**config.mk**
```make
export PLATFORM = sky130hd
export DESIGN_NAME = compressor_error_profiler
export DESIGN_NICKNAME = d
export VERILOG_FILES = /design/src/rtl/compressor_error_profiler.sv
export SDC_FILE = /design/constraint.sdc
export NUM_CORES = 1
export LEC_CHECK = 0
export ABC_AREA = 0
export BUFFER_PORTS_ARGS = -buffer_cell sky130_fd_sc_hd__buf_2
export CORE_MARGIN = 2
export CORE_UTILIZATION = 61
export DETAILED_ROUTE_END_ITERATION = 8
export PLACE_DENSITY = 0.95
export SYNTH_ARGS = -nofsm -noshare
export SYNTH_HDL_FRONTEND = slang
export SYNTH_SLANG_ARGS = --single-unit
export TNS_END_PERCENT = 100
```
**constraint.sdc**
```tcl
create_clock -name clk -period 6.1 [get_ports clk]
set_input_delay 0.61 -clock clk [delete_from_list [all_inputs] [get_ports clk]]
set_output_delay 0.61 -clock clk [all_outputs]
set_load 0.005 [all_outputs]
```
**src/rtl/compressor_error_profiler.sv**
```systemverilog
// compressor_error_profiler: drives 3:2 / 4:2 approximate compressor models with swept or streamed
// patterns and accumulates saturating error statistics against the exact popcount.
module compressor_error_profiler #(
    parameter int CNT_W = 16
) (
    input  logic                    clk,
    input  logic                    rst,
    input  logic                    start,
    input  logic                    mode,
    input  logic                    sel,
    input  logic                    in_valid,
    input  logic [3:0]              in_x,
    input  logic                    in_last,
    output logic                    in_ready,
    output logic                    busy,
    output logic                    done,
    output logic [CNT_W-1:0]        samples,
    output logic [CNT_W-1:0]        err_cnt,
    output logic [CNT_W-1:0]        ed_sum,
    output logic signed [CNT_W-1:0] bias_sum,
    output logic [2:0]              max_ed
);
    typedef enum logic [2:0] {IDLE, SWEEP, STREAM, FLUSH, DONE} state_t;
    state_t state_q, state_d;
    logic sel_q, ready_q, busy_q, done_q, v1_q;
    logic [3:0] cnt_q;
    logic [2:0] ex_q, max_q;
    logic [1:0] ap_q;
    logic [CNT_W-1:0] samples_q, err_q, ed_q, bias_q;
    logic clr, pv, s1, s2;
    logic [3:0] x, diff;
    logic [2:0] ex, ed;
    logic [1:0] ap;
    logic [CNT_W:0] ed_w, bias_w;
    always_comb begin
        state_d = state_q;
        case (state_q)
            IDLE, DONE: state_d = start ? (mode ? STREAM : SWEEP) : state_q;
            SWEEP:      state_d = (cnt_q == (sel_q ? 4'hF : 4'h7)) ? FLUSH : SWEEP;
            STREAM:     state_d = (in_valid && in_last) ? FLUSH : STREAM;
            FLUSH:      state_d = DONE;
            default:    state_d = IDLE;
        endcase
    end
    assign clr = start && (state_q == IDLE || state_q == DONE);
    assign pv  = (state_q == SWEEP) || (state_q == STREAM && in_valid);
    // x4 is forced low for the 3:2 compressor so it never reaches s1/s2 or the popcount
    assign x   = state_q == SWEEP ? {sel_q & cnt_q[3], cnt_q[2:0]} : {sel_q & in_x[3], in_x[2:0]};
    assign s1  = (x[0] & x[1]) | x[2] | x[3];
    assign s2  = sel_q ? ((x[2] & x[3]) | x[0] | x[1]) : (x[0] | x[1]);
    assign ap  = {1'b0, s1} + {1'b0, s2};
    assign ex  = {2'b00, x[0]} + {2'b00, x[1]} + {2'b00, x[2]} + {2'b00, x[3]};
    assign diff   = {2'b00, ap_q} - {1'b0, ex_q};
    assign ed     = diff[3] ? 3'(-diff) : diff[2:0];
    assign ed_w   = {1'b0, ed_q} + (CNT_W+1)'(ed);
    assign bias_w = {bias_q[CNT_W-1], bias_q} + {{(CNT_W-3){diff[3]}}, diff};
    always_ff @(posedge clk) begin
        if (rst) begin
            state_q   <= IDLE;
            {ready_q, busy_q, done_q, v1_q, sel_q} <= '0;
            cnt_q     <= '0;
            {ex_q, ap_q, max_q} <= '0;
            {samples_q, err_q, ed_q, bias_q} <= '0;
        end else begin
            state_q <= state_d;
            ready_q <= state_d == STREAM;
            busy_q  <= state_d inside {SWEEP, STREAM, FLUSH};
            done_q  <= state_d == DONE;
            if (clr) begin
                sel_q <= sel;
                cnt_q <= '0;
                v1_q  <= 1'b0;
                max_q <= '0;
                {samples_q, err_q, ed_q, bias_q} <= '0;
            end else begin
                cnt_q <= state_q == SWEEP ? cnt_q + 4'd1 : cnt_q;
                v1_q  <= pv;
                ex_q  <= ex;
                ap_q  <= ap;
                if (v1_q) begin
                    samples_q <= &samples_q ? samples_q : samples_q + CNT_W'(1);
                    err_q     <= (diff != 4'd0 && !(&err_q)) ? err_q + CNT_W'(1) : err_q;
                    ed_q      <= ed_w[CNT_W] ? '1 : ed_w[CNT_W-1:0];
                    // signed overflow clamps toward the sign of the true result
                    bias_q    <= (bias_w[CNT_W] ^ bias_w[CNT_W-1]) ?
                                 {bias_w[CNT_W], {(CNT_W-1){~bias_w[CNT_W]}}} : bias_w[CNT_W-1:0];
                    max_q     <= ed > max_q ? ed : max_q;
                end
            end
        end
    end
    assign in_ready = ready_q;
    assign busy     = busy_q;
    assign done     = done_q;
    assign samples  = samples_q;
    assign err_cnt  = err_q;
    assign ed_sum   = ed_q;
    assign bias_sum = bias_q;
    assign max_ed   = max_q;
endmodule

```
; ---- After elaboration in Yosys (flattened, before gate mapping)
; Cells that the tools add are included.
[op_classes]
add_sub_neg = 11
mul = 0
div_mod_pow = 0
magnitude_cmp = 1
eq_ne = 9
shifts = 0
muxes = 11
n_bitwise = 12
reduce_logical = 17
[op_table]
columns = cell, count
row1 = $add A16 B1 Y16 const B, 2
row2 = $mux W16, 2
row3 = $reduce_and A16 Y1, 2
row4 = $add A16 B3 Y17, 1
row5 = $add A16 B4 Y17, 1
row6 = $eq A3 B2 Y1 const B, 4
row7 = $pmux W3 S4, 1
row8 = $mux W4, 2
row9 = $eq A3 B1 Y1 const B, 2
row10 = $eq A3 B3 Y1 const B, 2
row11 = $mux W3, 2
row12 = $reduce_and A2 Y1, 3
row13 = $or A1 B1 Y1, 5
row14 = $add A1 B1 Y2, 2
row15 = $add A4 B1 Y4 const B, 1
row16 = $and A1 B1 Y1, 4
row17 = $eq A4 B4 Y1, 1
row18 = $logic_and A1 B1 Y1, 4
row19 = $mux W2, 2
row20 = $reduce_bool A4 Y1, 1
row21 = $reduce_or A2 Y1, 2
row22 = $sub A2 B3 Y4, 1
row23 = $add A2 B1 Y3, 1
row24 = $add A3 B1 Y3, 1
row25 = 9 further kinds, 12
[word_totals]
ff_bits = 84
latchBits = 0
ram_bits = 0
romBits = 0
output_inout_bits = 70
wordCells = 75
n_memories = 0

; ---- Logic depth before layout (Yosys ltp)
[logic_depth]
depth_word = 7
mapped_depth = 14
ltp_nobuf = 14

; ---- Least setup slack after synthesis
; OpenSTA, ideal clock, no wires.
[synth_path]
kind = reg-to-reg
startpoint = register ex_q[1]
endpoint = register bias_q[14] (netlist: bias_sum[14])
setup_time_ns = 0.120
arrival_time_ns = 3.529
setup_slack_ns = 2.451
stages_incl_launch_ff = 15
path_buffers = 3
period_less_slack_ns = 3.649
cell_sequence = dfxtp_1 -> inv_1 -> ha_1 -> nor2b_1 -> o21bai_1 -> ha_1 -> buf_2 -> a21o_1 -> o21bai_1 -> a2111oi_0 -> o22a_1 -> buf_4 -> buf_6 -> a31oi_1 -> o31a_1
[synth_via]
elab_chain_len = 4
word_cells_on_any_way = 5
classes_between = add/sub (2) / mux (1) / bitwise (2)
[synth_lines]
columns = item, line
row1 = from (decl), 27  ; logic [2:0] ex_q, max_q;
row2 = from (signal assigned), 62  ; {ex_q, ap_q, max_q} <= '0;
row3 = from (signal assigned), 78  ; ex_q <= ex;
row4 = $sub A2 B3 Y4 (*), 53  ; assign diff = {2'b00, ap_q} - {1'b0, ex_q};
row5 = $add A16 B4 Y17 (*), 56  ; assign bias_w = {bias_q[CNT_W-1], bias_q} + {{(CNT_W-3){diff[3]}}, diff};
row6 = $xor A1 B1 Y1 or $not A1 Y1 (tied branches), "85, 86"
row7 = $mux W16 (*), 85  ; bias_q <= (bias_w[CNT_W] ^ bias_w[CNT_W-1]) ?
row8 = to (signal assigned), 85
row9 = to (decl), 29  ; logic [CNT_W-1:0] samples_q, err_q, ed_q, bias_q;
; Mark *: on every way between the ends. The rest lies on a longest branch, timed or not.
; A chain may end at the register's enable or synchronous reset.

; ---- Final worst setup path
[layout_path]
startpoint = register ap_q[0]
endpoint = register ed_q[3] (netlist: ed_sum[3])
[layout_via]
elab_chain_len = 5
[layout_lines]
columns = item, line
row1 = from (decl), 28  ; logic [1:0] ap_q;
row2 = from (signal assigned), 79  ; ap_q <= ap;
row3 = $sub A2 B3 Y4 (*), 53
row4 = $neg A3 Y3, 54  ; assign ed = diff[3] ? 3'(-diff) : diff[2:0];
row5 = $mux W3 (*), 54
row6 = named net ed[1], 32  ; logic [2:0] ex, ed;
row7 = $add A16 B3 Y17 (*), 55  ; assign ed_w = {1'b0, ed_q} + (CNT_W+1)'(ed);
row8 = $mux W16 (*), 83  ; ed_q <= ed_w[CNT_W] ? '1 : ed_w[CNT_W-1:0];
row9 = to (signal assigned), 83
row10 = to (decl), 29
; The timed path passes the listed nets; every way through them passes the cells marked *.

==> impl_metrics.py <==
metrics = {
    "synth": {
        "synth_compound_area_frac": 0.1665,
        "synth_seq_cells": 84,
        "synth_fa_ha_area_frac": 0.1274,
        "yosys-top-cells-area": "dfxtp_1 (34%), ha_1 (8.1%), xnor2_1 (5.7%)",
        "synth_cell_type_count": 60,
        "synth_top_cell_area_share": 0.3391,
        "syn_area_sq_um": 4959,
        "synth_commonest_cells": "dfxtp_1 (84), nor2_1 (66), nand2_1 (50)",
        "synth_edf_count": 0,
        "mappedNetlistNets": 637,
        "synth_flop_cell": "dfxtp_1",
        "synth_largest_area_cell": "dfxtp_1",
        "yosysSeqAreaShare": 0.3391,
        "synth_mux_area_frac": 0.02321,
        "synth_xor_xnor_area_share": 0.09185,
        "yosysWarnings": 0,
        "avgSynthCellArea_sq_um": 8.404,
        "synth_cells": 590,
        "yosysMostFrequentCell": "dfxtp_1",
        "synthSimpleGateAreaFrac": 0.2152,
        "synthArstFlopShare": 0,
        "synth_top_family_by_area": "simple AND/OR/NAND/NOR gates",
    },
    "critical_path": {
        "worstSetupEndpointType": "register",
        "critPathBufInv": 2,
        "crit_slowest_cell": "fa_1",
        "critPathMaxFanout": 12,
        "worstPathArrival_ns": 3.97,
        "slowest_delay_ns": 0.48,
        "start_kind": "register",
        "cp_top_family": "adder cells",
        "required_ns": 6.37,
        "path_cells": "inv_1 -> ha_1 -> fa_1 -> ha_1 -> nand2_1 -> o21ai_0 -> inv_1 -> fa_1 -> nor2b_1 -> o21ai_0 -> nor3_1 -> nand2b_1 -> a21oi_1",
        "setup.worst_path.class": "register to register",
    },
    "layout": {
        "area_growth_pct": 12.52,
        "nets": 708,
        "final_cells": 767,
        "n_antenna_cell": 0,
        "fin_util": 0.7146,
        "drive_above_1_share": 0.1895,
    },
    "run_status": {
        "status": "finished clean",
    },
    "routing": {
        "drc": 0,
        "top_layer": "met4",
        "dr.pass1.iters": 6,
        "detail-route-antenna-nets": 0,
        "drt-met1-wl_microns": 4738,
        "vias_per_cell": 5.859,
        "wl_met2_microns": 5636,
        "met3_length_microns": 516,
        "drt_iter0_drc": 203,
        "dr_total_vias": 4494,
        "routed_wl_microns": 11100,
        "wire_per_inst_microns": 14.48,
    },
    "floorplanning": {
        "ioPinCount": 81,
        "initial_utilization": 0.6351,
        "fp.dieW_microns": 94.16,
        "core_sq_um": 7807,
        "dieArea_sq_um": 8866,
        "die_h_microns": 94.16,
        "fp-row-count": 32,
    },
    "power_and_ir_drop": {
        "power_w": 0.001444,
        "total_leakage_power_nw": 2.294,
        "power_per_cell_area_nw_per_um2": 258.8,
        "vdd.ir_drop.worst_v": 0.0001189,
    },
    "clock_tree": {
        "cts_htree_levels": 3,
        "cts_tree": "done",
        "cts_resized": 0,
        "cts.root.buffer_cell": "clkbuf_8",
        "path_clk_slew_ns": 0.10,
        "postCtsSetupRepairBufs": 0,
        "numCtsBuffers": 9,
        "clk_latency_ns": 0.36,
        "cts_sinks": 84,
        "cts_hold_buf": 0,
        "cts_buffer_depth": 2,
    },
    "sta": {
        "worst_pin_slew_ns": 1.240,
        "period_share": 0.6070,
        "finalSetupViolCount": 0,
        "min_period_ns": 3.703,
        "slew_headroom": 0.1713,
        "skew_ns": 0.01239,
        "final_hold_viol_count": 0,
        "fmax_ghz": 0.2701,
        "hold_ws_ns": 0.4637,
        "rsz0062_at_grt": "false",
        "fin_setup_tns_ns": 0,
        "slew_viol_final": 0,
    },
    "global_route": {
        "grt_pass1_wl_microns": 18500,
        "grt_max_degree": 58,
        "grt_overflow_total": 0,
        "grt_pass1_vias": 4336,
        "antenna_found_initial": 0,
        "grtUsageTotal": 0.2550,
    },
    "flow_run": {
        "drv_cap": 0,
    },
    "place": {
        "gp_congestion": 0.9302,
        "post-dp-hpwl_microns": 8185,
        "numPortBuffers": 80,
        "placedCellCount": 752,
    },
    "min_path": {
        "hp-class": "register to register",
    },
}
==> through the flow <==
stage / area (sq um) / setup slack, ns
CTS: 5579 / 2.389
global route: 5579 / 2.064
floorplan: 4959 / 2.451
detailed placement: 5405 / 2.397
finish: 5579 / 2.397
global placement: 5405 / 2.637
==> cells in the final DEF (no fill, tap or decap), types with 3 or more instances in the layout <==
master | Yosys | final
inv_1 | 20 | 20
nor3b_1 | 5 | 5
clkinvlp_4 | 0 | 4
nand3_1 | 20 | 20
buf_4 | 1 | 3
nand2_1 | 50 | 50
a21o_1 | 9 | 9
fa_1 | 4 | 4
nor2_1 | 66 | 66
nor4_1 | 4 | 4
a31oi_1 | 5 | 5
a21oi_1 | 45 | 45
xor2_1 | 20 | 20
a211o_1 | 3 | 3
nand4_1 | 11 | 11
clkbuf_8 | 0 | 9
xnor2_1 | 32 | 32
mux2i_1 | 7 | 7
nand2b_1 | 7 | 6
a211oi_1 | 4 | 4
o21ai_0 | 28 | 28
nor2b_1 | 9 | 9
o211ai_1 | 7 | 7
and3_1 | 10 | 10
nor3_1 | 21 | 21
dfxtp_1 | 84 | 84
mux2_2 | 4 | 4
or3_1 | 5 | 5
maj3_1 | 5 | 5
a21oi_2 | 9 | 9
and4_1 | 3 | 3
buf_2 | 1 | 80
ha_1 | 32 | 32
maj3_2 | 9 | 9
==> where the power goes <==
part           total (W)  switching (W)  internal, W
Sequential      0.000580      0.0000154     0.000564
Combinational   0.000496       0.000290     0.000205
Clock           0.000368       0.000219     0.000150
==> sequential cells by signal (all words and copies together), names as in the netlist, 2 cells and up <==
| register | cells |
|---|---|
| ex_q | 3 |
| cnt_q | 4 |
| ed_sum | 16 |
| samples | 16 |
| state_q | 3 |
| bias_sum | 16 |
| ap_q | 2 |
| err_cnt | 16 |
| max_ed | 3 |
==> cell type report <==
class | count | area (sq um)
inverters | 20 | 75.07
flip-flops and latches | 84 | 1682
clock inverters | 6 | 50.05
multi-input cells | 463 | 3098
clock buffers | 9 | 123.9
repair buffers | 83 | 422.9
fillers | 607 | 2228
well taps | 102 | 127.6
==> final timing paths <==
check,cells after the start,endpoint,slack (ns),start
worst max register to register,13,ed_sum[3]$_SDFFE_PP0P_,2.40,ap_q[0]$_SDFFE_PP0N_
worst max-delay path,13,ed_sum[3]$_SDFFE_PP0P_,2.40,ap_q[0]$_SDFFE_PP0N_
worst min-delay path,2,ap_q[0]$_SDFFE_PP0N_,0.46,ap_q[0]$_SDFFE_PP0N_
worst min register to register,2,ap_q[0]$_SDFFE_PP0N_,0.46,ap_q[0]$_SDFFE_PP0N_
==> per-layer routing <==
layer	global-route usage	up-vias
met3	0.03852	23
met2	0.4595	131
li1	-	2231
met5	0	-
met4	0.1147	0
met1	0.2960	2109
==> worst min-delay path, cell delays in order (launching register included) <==
cell,delay [ns]
dfxtp_1,0.32
nand2_1,0.05
a21oi_1,0.05
==> cell families after synthesis <==
kind of cell	Yosys count
fa+ha+maj	50
simple gates	220
compound gates	130
flops	84
buf+inv	43
mux	11
xor+xnor	52
(Power assumes the default switching activity.)
